### config.mk
export PLATFORM = sky130hd
export DESIGN_NAME = bus_write_tap
export DESIGN_NICKNAME = d
export VERILOG_FILES = /design/src/rtl/bus_tap_pkg.sv /design/src/rtl/tap_uart_tx.sv /design/src/rtl/bus_write_tap.sv
export SDC_FILE = /design/constraint.sdc
export NUM_CORES = 1
export LEC_CHECK = 0
export ABC_AREA = 1
export BUFFER_PORTS_ARGS = -buffer_cell sky130_fd_sc_hd__buf_2
export CAP_MARGIN = 20
export CORE_MARGIN = 2
export CORE_UTILIZATION = 35
export CTS_CLUSTER_DIAMETER = 80
export CTS_CLUSTER_SIZE = 16
export DETAILED_ROUTE_END_ITERATION = 8
export PLACE_DENSITY = 0.54
export SYNTH_ARGS = -nofsm -noshare
export SYNTH_HDL_FRONTEND = slang
export SYNTH_SLANG_ARGS = --single-unit
### constraint.sdc
create_clock -name clk -period 5.1 [get_ports clk]
set_clock_uncertainty 0.1 [all_clocks]
set_input_delay 1.02 -clock clk [delete_from_list [all_inputs] [get_ports clk]]
set_output_delay 1.02 -clock clk [all_outputs]
set_load 0.01 [all_outputs]
### src/rtl/bus_tap_pkg.sv
// Shared types for the bus write tap: record modes, serializer states and
// the FIFO entry layout.
package bus_tap_pkg;

    localparam int MODE_DATA      = 0;
    localparam int MODE_ADDR_DATA = 1;

    typedef enum logic [1:0] {
        IDLE,
        START,
        DATA,
        STOP
    } tx_state_t;

    typedef struct packed {
        logic [7:0] addr8;
        logic [7:0] data8;
    } fifo_entry_t;

endpackage

### src/rtl/tap_uart_tx.sv
// 8N1 byte serializer with a valid/ready byte input. The input is ready while
// idle and on the last clk of a stop bit, so a second byte can follow with no
// idle gap. Every state lasts exactly BAUD_DIV clks.
module tap_uart_tx
    import bus_tap_pkg::*;
#(
    parameter int BAUD_DIV = 87
) (
    input  logic       clk,
    input  logic       reset,
    input  logic [7:0] byte_data,
    input  logic       byte_valid,
    output logic       byte_ready,
    output logic       idle,
    output logic       txd
);

    localparam int CNT_W = $clog2(BAUD_DIV);

    tx_state_t        state;
    tx_state_t        state_nxt;
    logic [CNT_W-1:0] baud_cnt;
    logic [2:0]       bit_cnt;
    logic [7:0]       shift_p0;
    logic             tick;
    logic             load;

    assign tick       = (baud_cnt == CNT_W'(BAUD_DIV - 1));
    assign byte_ready = (state == IDLE) || ((state == STOP) && tick);
    assign load       = byte_valid && byte_ready;
    assign idle       = (state == IDLE);

    // State register
    always_ff @(posedge clk or posedge reset) begin
        if (reset) begin
            state <= IDLE;
        end else begin
            state <= state_nxt;
        end
    end

    // Next-state logic: advance on the last clk of each bit period
    always_comb begin
        state_nxt = state;
        case (state)
            IDLE:  if (load) state_nxt = START;
            START: if (tick) state_nxt = DATA;
            DATA:  if (tick && (bit_cnt == 3'd7)) state_nxt = STOP;
            STOP:  if (tick) state_nxt = load ? START : IDLE;
            default: state_nxt = IDLE;
        endcase
    end

    // Baud and data-bit counters; baud counter rests at zero while idle
    always_ff @(posedge clk or posedge reset) begin
        if (reset) begin
            baud_cnt <= '0;
            bit_cnt  <= '0;
        end else begin
            if (state == IDLE || tick) begin
                baud_cnt <= '0;
            end else begin
                baud_cnt <= baud_cnt + 1'b1;
            end
            if (state == START) begin
                bit_cnt <= '0;
            end else if (state == DATA && tick) begin
                bit_cnt <= bit_cnt + 1'b1;
            end
        end
    end

    // Shift register: loaded on accept, shifted right after each data bit
    always_ff @(posedge clk) begin
        if (load) begin
            shift_p0 <= byte_data;
        end else if (state == DATA && tick) begin
            shift_p0 <= {1'b0, shift_p0[7:1]};
        end
    end

    // Line level follows the state; idle and stop are marking
    always_comb begin
        txd = 1'b1;
        case (state)
            IDLE:    txd = 1'b1;
            START:   txd = 1'b0;
            DATA:    txd = shift_p0[0];
            STOP:    txd = 1'b1;
            default: txd = 1'b1;
        endcase
    end

endmodule

### src/rtl/bus_write_tap.sv
// Passive 65C02 bus tap: captures CPU writes that land in an address window,
// queues them in a FIFO and replays them on an 8N1 serial line, either as the
// data byte alone or as an address-low/data byte pair.
module bus_write_tap
    import bus_tap_pkg::*;
#(
    parameter logic [15:0] ADDR_BASE = 16'h8000,
    parameter int          WIN_SIZE  = 4,
    parameter int          DEPTH     = 16,
    parameter int          BAUD_DIV  = 87,
    parameter int          MODE      = 0
) (
    input  logic                         clk,
    input  logic                         reset,
    input  logic [15:0]                  address,
    input  logic [7:0]                   data_in,
    input  logic                         rwb,
    input  logic                         phi2,
    input  logic                         enable,
    output logic                         txd,
    output logic                         busy,
    output logic [$clog2(DEPTH+1)-1:0]   fifo_level,
    output logic [7:0]                   dropped
);

    localparam int          PTR_W    = $clog2(DEPTH);
    localparam int          LVL_W    = $clog2(DEPTH + 1);
    localparam logic [15:0] WIN_MASK = ~(16'(WIN_SIZE - 1));

    logic              phi2_p0;
    logic              rwb_p0;
    logic [15:0]       addr_p0;
    logic [7:0]        data_p0;
    logic              strobe;
    logic              push_req;
    logic              push_ok;
    logic              pop;

    fifo_entry_t       mem [DEPTH];
    fifo_entry_t       head;
    logic [PTR_W-1:0]  wr_ptr;
    logic [PTR_W-1:0]  rd_ptr;
    logic [LVL_W-1:0]  level;
    logic              full;
    logic              empty;

    logic              pending;
    logic [7:0]        second_p0;
    logic              tx_valid;
    logic              tx_ready;
    logic              tx_idle;
    logic [7:0]        tx_byte;

    // Bus capture stage: the strobe is the first clk after phi2 falls
    assign strobe   = !phi2 && phi2_p0;
    assign push_req = strobe && !rwb_p0 && ((addr_p0 & WIN_MASK) == ADDR_BASE) && enable;

    // Registered phi2 and rwb (control path)
    always_ff @(posedge clk or posedge reset) begin
        if (reset) begin
            phi2_p0 <= 1'b0;
            rwb_p0  <= 1'b1;
        end else begin
            phi2_p0 <= phi2;
            if (phi2) begin
                rwb_p0 <= rwb;
            end
        end
    end

    // Registered address and data, tracked while phi2 is high
    always_ff @(posedge clk) begin
        if (phi2) begin
            addr_p0 <= address;
            data_p0 <= data_in;
        end
    end

    // FIFO stage: a full FIFO still accepts a push when a pop frees a slot
    assign full    = (level == LVL_W'(DEPTH));
    assign empty   = (level == '0);
    assign push_ok = push_req && (!full || pop);
    assign head    = mem[rd_ptr];

    // Entry storage, written at the strobe edge
    always_ff @(posedge clk) begin
        if (push_ok) begin
            mem[wr_ptr] <= '{addr8: addr_p0[7:0], data8: data_p0};
        end
    end

    // Pointers, occupancy and saturating drop counter
    always_ff @(posedge clk or posedge reset) begin
        if (reset) begin
            wr_ptr  <= '0;
            rd_ptr  <= '0;
            level   <= '0;
            dropped <= '0;
        end else begin
            if (push_ok) begin
                wr_ptr <= wr_ptr + 1'b1;
            end
            if (pop) begin
                rd_ptr <= rd_ptr + 1'b1;
            end
            case ({push_ok, pop})
                2'b10:   level <= level + 1'b1;
                2'b01:   level <= level - 1'b1;
                default: level <= level;
            endcase
            if (push_req && full && !pop && (dropped != 8'hFF)) begin
                dropped <= dropped + 8'd1;
            end
        end
    end

    // Sequencer stage: pop only from an idle serializer; a pending second
    // byte is handed over at the end of the first byte's stop bit
    assign pop      = !pending && !empty && tx_idle;
    assign tx_valid = pending || pop;
    assign tx_byte  = pending ? second_p0 :
                      ((MODE == MODE_ADDR_DATA) ? head.addr8 : head.data8);

    // Pending flag for the data byte of a two-byte record
    always_ff @(posedge clk or posedge reset) begin
        if (reset) begin
            pending <= 1'b0;
        end else if (pop && (MODE == MODE_ADDR_DATA)) begin
            pending <= 1'b1;
        end else if (pending && tx_ready) begin
            pending <= 1'b0;
        end
    end

    // Data byte held for the second half of a two-byte record
    always_ff @(posedge clk) begin
        if (pop) begin
            second_p0 <= head.data8;
        end
    end

    tap_uart_tx #(
        .BAUD_DIV (BAUD_DIV)
    ) u_tx (
        .clk        (clk),
        .reset      (reset),
        .byte_data  (tx_byte),
        .byte_valid (tx_valid),
        .byte_ready (tx_ready),
        .idle       (tx_idle),
        .txd        (txd)
    );

    assign busy       = !empty || !tx_idle || pending;
    assign fifo_level = level;

endmodule

# [Word level (Yosys, flattened, before mapping)]
# Memories as Yosys holds them, arrays and structs flattened.
# Index checks and enable logic that the tools add are counted.
[classes] mux=15 reduce_logical=30 n_eq_ne=14 add_sub_neg=7
[ops] operator="$mux 8" n=2
[ops] operator="$eq 14x14->1 const B" n=1
[ops] operator="$logic_and 1x1->1" n=13
[ops] operator="$pmux 5 s2" n=1
[ops] operator="$add 4x1->4 const B" n=2
[ops] operator="$add 8x1->8 const B" n=1
[ops] operator="$mux 2" n=4
[ops] operator="$ne 2x1->1 const B" n=4
[ops] operator="$ne 8x8->1 const B" n=1
[ops] operator="$pmux 2 s4" n=1
[ops] operator="$add 7x1->7 const B" n=1
[ops] operator="$eq 7x7->1 const B" n=1
[ops] operator="$mux 7" n=1
[ops] operator="$eq 2x2->1 const B" n=3
[ops] operator="$logic_not 1->1" n=6
[ops] operator="$mux 3" n=2
[ops] operator="$reduce_bool 2->1" n=3
[ops] operator="$add 5x1->5 const B" n=1
[ops] operator="$eq 5x5->1 const B" n=1
[ops] operator="$logic_not 5->1" n=1
[ops] operator="$sub 5x1->5 const B" n=1
[ops] operator="$eq 2x1->1 const B" n=2
[ops] operator="$logic_or 1x1->1" n=4
[ops] operator="$reduce_and 4->1" n=1
[ops] operator="6 further kinds" n=8
[totals] inputBits=29 n_memories=1 wordCells=79 ramBits=256 reg_bits=67 out_inout_bits=15
[mem_list] memory="mem" depth=16 word_bits=16 rd=1 rd_clocked_by_memory_dff=0 wr=1 line="bus_write_tap.sv:39" source="fifo_entry_t mem [DEPTH];"

# [Longest topological paths before layout]
[depth] depth_word=8 ltp_mapped=17 depth_no_buf=17

# [Modules after synthesis]
# From an unflattened synthesis, not the netlist that was laid out.
[unflattened] hier_cells=697 hier_area_um2=8386.8
[modules_own_cells] module="bus_write_tap" n_inst=1 seq_area_each_um2=5081.1 cells_each=580 area_each_um2=7297.0
[modules_own_cells] module="tap_uart_tx" n_inst=1 seq_area_each_um2=540.5 cells_each=117 area_each_um2=1089.8

# [Worst setup path before layout]
# OpenSTA, ideal clock, no wires.
[synth_timing] kind="input to register" from="in enable" to="reg level[4], in the netlist fifo_level[4]" path_stages=15 required_time_ns=4.887 path_buffers=0 setup_time_ns=0.113 arrival_ns=2.537 setup_slack_ns=2.350 cell_sequence="nand2_1 nor2_2 nand2_1 nor2_2 nand2_1 nand2_2 inv_1 ha_1 nand2_1 o21ai_0 nand4_1 nand2_1 nand3_1 nand2_1 inv_1"
[synth_via] elab_chain_cells=4 elab_cells_between_ends=6
[synth_lines] item="from (decl)" line="bus_write_tap.sv:19" source="input logic enable,"
[synth_lines] item="$logic_and 1x1->1 (*)" line="bus_write_tap.sv:56" source="assign push_req = strobe && !rwb_p0 && ((addr_p0 & WIN_MASK) == ADDR_BASE) && enable;"
[synth_lines] item="$logic_and 1x1->1 (*)" line="bus_write_tap.sv:82" source="assign push_ok = push_req && (!full || pop);"
[synth_lines] item="$eq 2x1->1 / $eq 2x2->1 (equally long branches)" line="bus_write_tap.sv:106" source="case ({push_ok, pop})"
[synth_lines] item="$pmux 5 s2 / $reduce_bool 2->1 (equally long branches)"
[synth_lines] item="to (signal assigned)" line="bus_write_tap.sv:107" source="2'b10: level <= level + 1'b1;"
[synth_lines] item="to (signal assigned)" line="bus_write_tap.sv:108" source="2'b01: level <= level - 1'b1;"
[synth_lines] item="to (signal assigned)" line="bus_write_tap.sv:109" source="default: level <= level;"
[synth_lines] item="to (decl)" line="bus_write_tap.sv:43" source="logic [LVL_W-1:0] level;"
# Mark *: on every way between the ends. The rest lies on a longest branch, timed or not.
# A chain may end at the register's enable or synchronous reset.

# [Worst setup path after layout]
[layout_timing] from="in phi2" to="reg level[4], in the netlist fifo_level[4]"
[layout_via] elab_chain_cells=8 elab_cells_between_ends=10
[layout_lines] item="from (decl)" line="bus_write_tap.sv:18" source="input logic phi2,"
[layout_lines] item="$logic_not 1->1 (*)" line="bus_write_tap.sv:55" source="assign strobe = !phi2 && phi2_p0;"
[layout_lines] item="$logic_and 1x1->1 (*)" line="bus_write_tap.sv:55"
[layout_lines] item="$logic_and 1x1->1 (*) (3 in a row)" line="bus_write_tap.sv:56"
[layout_lines] item="$logic_and 1x1->1 (*)" line="bus_write_tap.sv:82"
[layout_lines] item="$eq 2x1->1 / $eq 2x2->1 (equally long branches)" line="bus_write_tap.sv:106"
[layout_lines] item="$pmux 5 s2 / $reduce_bool 2->1 (equally long branches)"
# Marked as above.

==> impl_metrics.csv <==
group,metric,value,unit
status,status,"finished clean",
cells_and_area,seq_area,0.00562,sq mm
yosys,synth_top_cell_area_share,57.2,%
critical_path,start_kind,"input port",
global_route,grt_util_all_layers,14.6,%
cells_and_area,drive_above_1_share,12.4,%
cells_and_area,antenna-diode-count,0,
yosys,yosysMostFrequentCell,"edfxtp_1",
global_route,grt-ovfl-total,0,
timing,setup-violations-final,0,
yosys,synth_area_leader_cell,"edfxtp_1",
cells_and_area,syn2layout_area_growth,13.4,%
clock_tree,cts_root_buf,"clkbuf_16",
clock_tree,cts_buffers,17,
critical_path,end_kind,"flop",
cells_and_area,post-route-util,40.3,%
global_route,met3_usage,2.55,%
die,fp.dieW,158,microns
cells_and_area,multi_input_area,0.00230,sq mm
clock_tree,clk_latency,440,ps
clock_tree,post-cts-setup-buffers,0,
cells_and_area,nets,804,
pwr,irDropWorstVdd,223,uV
clock_tree,postCtsHoldBufs,0,
yosys,synth_edf_count,158,
place,placed_cell_area,0.00875,sq mm
cells_and_area,fillers,2207,
die,initial_core_util,35.5,%
yosys,yosys-top-cells-count,"edfxtp_1, nor2_1, nand2_1",
drt,vias,5178,
cells_and_area,final_area,0.00940,sq mm
clock_tree,cts_tree,"built",
timing,maxSlewHeadroom,45.0,%
global_route,antenna_found_initial,0,
die,fp-row-count,56,
yosys,synth.distinct_cells,37,
yosys,synth_area,0.00829,sq mm
timing,rsz0062_at_grt,"no",
die,ios,44,
global_route,grt_use_met2,22.8,%
drt,drtAntennaViolNets,0,
timing,hold_viol,0,
clock_tree,cts_resized,0,
global_route,grt_pass1_vias,4947,
timing,worstMarginPinSlew,822,ps
yosys,yosys-top-cells-area,"edfxtp_1, dfrtp_1, nor2_1",
timing,max_freq,345,MHz
drt,routed_wl,17300,microns
yosys,ys_ff_latch,193,
global_route,grt_max_degree,67,
yosys,seq_area_frac_synth,67.8,%
drt,via_per_inst,4.76,
pwr,power_density,341,mW/mm^2
yosys,synth_flop_cell,"edfxtp_1",
place,io_buffer_count,41,
job,maxCapViolations,0,
timing,period_share,56.9,%
global_route,grt_busiest_layer,"met2",
critical_path,worst_ep_required_time,5330,ps
yosys,async_flop_share,18.1,%
drt,drcViolationCount,0,
drt,avgRoutedWirePerCell,15.9,microns
yosys,synth_warnings,0,
pwr,leakage,3.52,nW
timing,final-max-slew-violation-count,0,
clock_tree,clock_path_buffers,2,
critical_path,path_class,"input port to flop",
die,design.core.area,0.0233,sq mm
timing,setup_tns,0,ps
clock_tree,clkSinkCount,193,
timing,min_period,2900,ps
global_route,grt_first_pass_wirelength,27000,microns
place,dp_hpwl,10800,microns
die,dieArea,0.0249,sq mm
place,gp_congestion,0.751,
clock_tree,htree_num_levels,4,
min_path,min_path_type,"flop to flop",
yosys,avgSynthCellArea,11.5,sq um
clock_tree,path_clk_slew,80,ps
critical_path,arrival,3130,ps
yosys,synth_cells,718,
die,die_h,158,microns
drt,drtIter0Drc,327,
global_route,use_met1,20.4,%
critical_path,cp_max_fo,26,
drt,drtPass1Iterations,5,
yosys,syn_nets,766,
-- worst paths after layout --
check	from	endpoint	slack, ps	cells after the start
setup / recovery	phi2	fifo_level[4]$_DFFE_PP0P_	2200	15
hold / removal	u_tx.baud_cnt[0]$_DFF_PP0_	u_tx.baud_cnt[0]$_DFF_PP0_	400	1
setup reg to reg	fifo_level[1]$_DFFE_PP0P_	fifo_level[4]$_DFFE_PP0P_	2350	16
hold reg to reg	u_tx.baud_cnt[0]$_DFF_PP0_	u_tx.baud_cnt[0]$_DFF_PP0_	400	1
max in group asynchronous	reset	rd_ptr[0]$_DFFE_PP0P_	3920	3
min in group asynchronous	reset	dropped[7]$_DFFE_PP0P_	600	3
-- registers in the layout (all words and copies together) (netlist names) --
signal	cells
addr_p0	14
data_p0	8
dropped	8
fifo_level	5
mem	128
phi2_p0	1
rd_ptr	4
rwb_p0	1
u_tx.baud_cnt	7
u_tx.bit_cnt	3
u_tx.shift_p0	8
u_tx.state	2
wr_ptr	4
-- routing by layer --
| layer | wire length (microns) | vias up |
|---|---|---|
| li1 | - | 2566 |
| met1 | 8240 | 2497 |
| met2 | 8070 | 96 |
| met3 | 665 | 19 |
| met4 | 335 | 0 |
| met5 | 0 | - |
-- power by group --
part	internal, mW	switching, mW
registers	1.73	0.0314
logic	0.0116	0.0196
clock network	0.725	0.689
-- worst max-delay path: stages --
cell	delay [ps]
buf_2	270
nor2_1	160
nand3_1	140
nor2_2	230
nand2_1	90
nand2_2	110
inv_1	80
ha_1	350
nand2_1	60
o21ai_0	210
nand4_1	130
nand2_1	90
nand3_1	70
nand2_1	70
inv_1	30
-- cells in the final DEF (no fill, tap or decap), types with 17 or more instances in the layout --
cell type  count
nor2_1       139
o21ai_1       21
ha_1          18
nand3_1       30
o21ai_0       53
clkbuf_16     17
dfrtp_1       33
buf_2         41
inv_1         44
o211ai_1      28
edfxtp_1     158
nand2_1       96
-- through the flow --
stage | total power, mW | worst slack, ps | cells | hold slack, ps
2_1_floorplan | 1.79 | 2350 | 718 | 354
3_3_place_gp | 1.83 | 1740 | 1056 | 379
3_5_place_dp | 1.83 | 1700 | 1056 | 394
4_1_cts | 3.23 | 2160 | 1088 | 405
5_1_grt | 3.30 | 1890 | 1088 | 438
6_report | 3.21 | 2200 | 1088 | 398
-- cell families after synthesis --
logic type,Yosys count,synth area share (%)
AND/OR/NAND/NOR,298,15.2
flip-flops,193,67.8
AO/OA/AOI/OAI,117,8.03
buffers and inverters,77,4.45
adder cells (fa/ha/maj),19,2.96
XOR/XNOR,13,1.37
multiplexers,1,0.136
-- final cells by class --
cell class,count,share of cell area [%]
clock buffer,17,4.53
clock inverter,15,2.40
inverter,50,2.00
multi-input combinational,448,24.4
sequential,193,59.8
tap,319,4.25
timing repair buffer,46,2.58
Note: power is estimated with default switching activity, not from simulation.
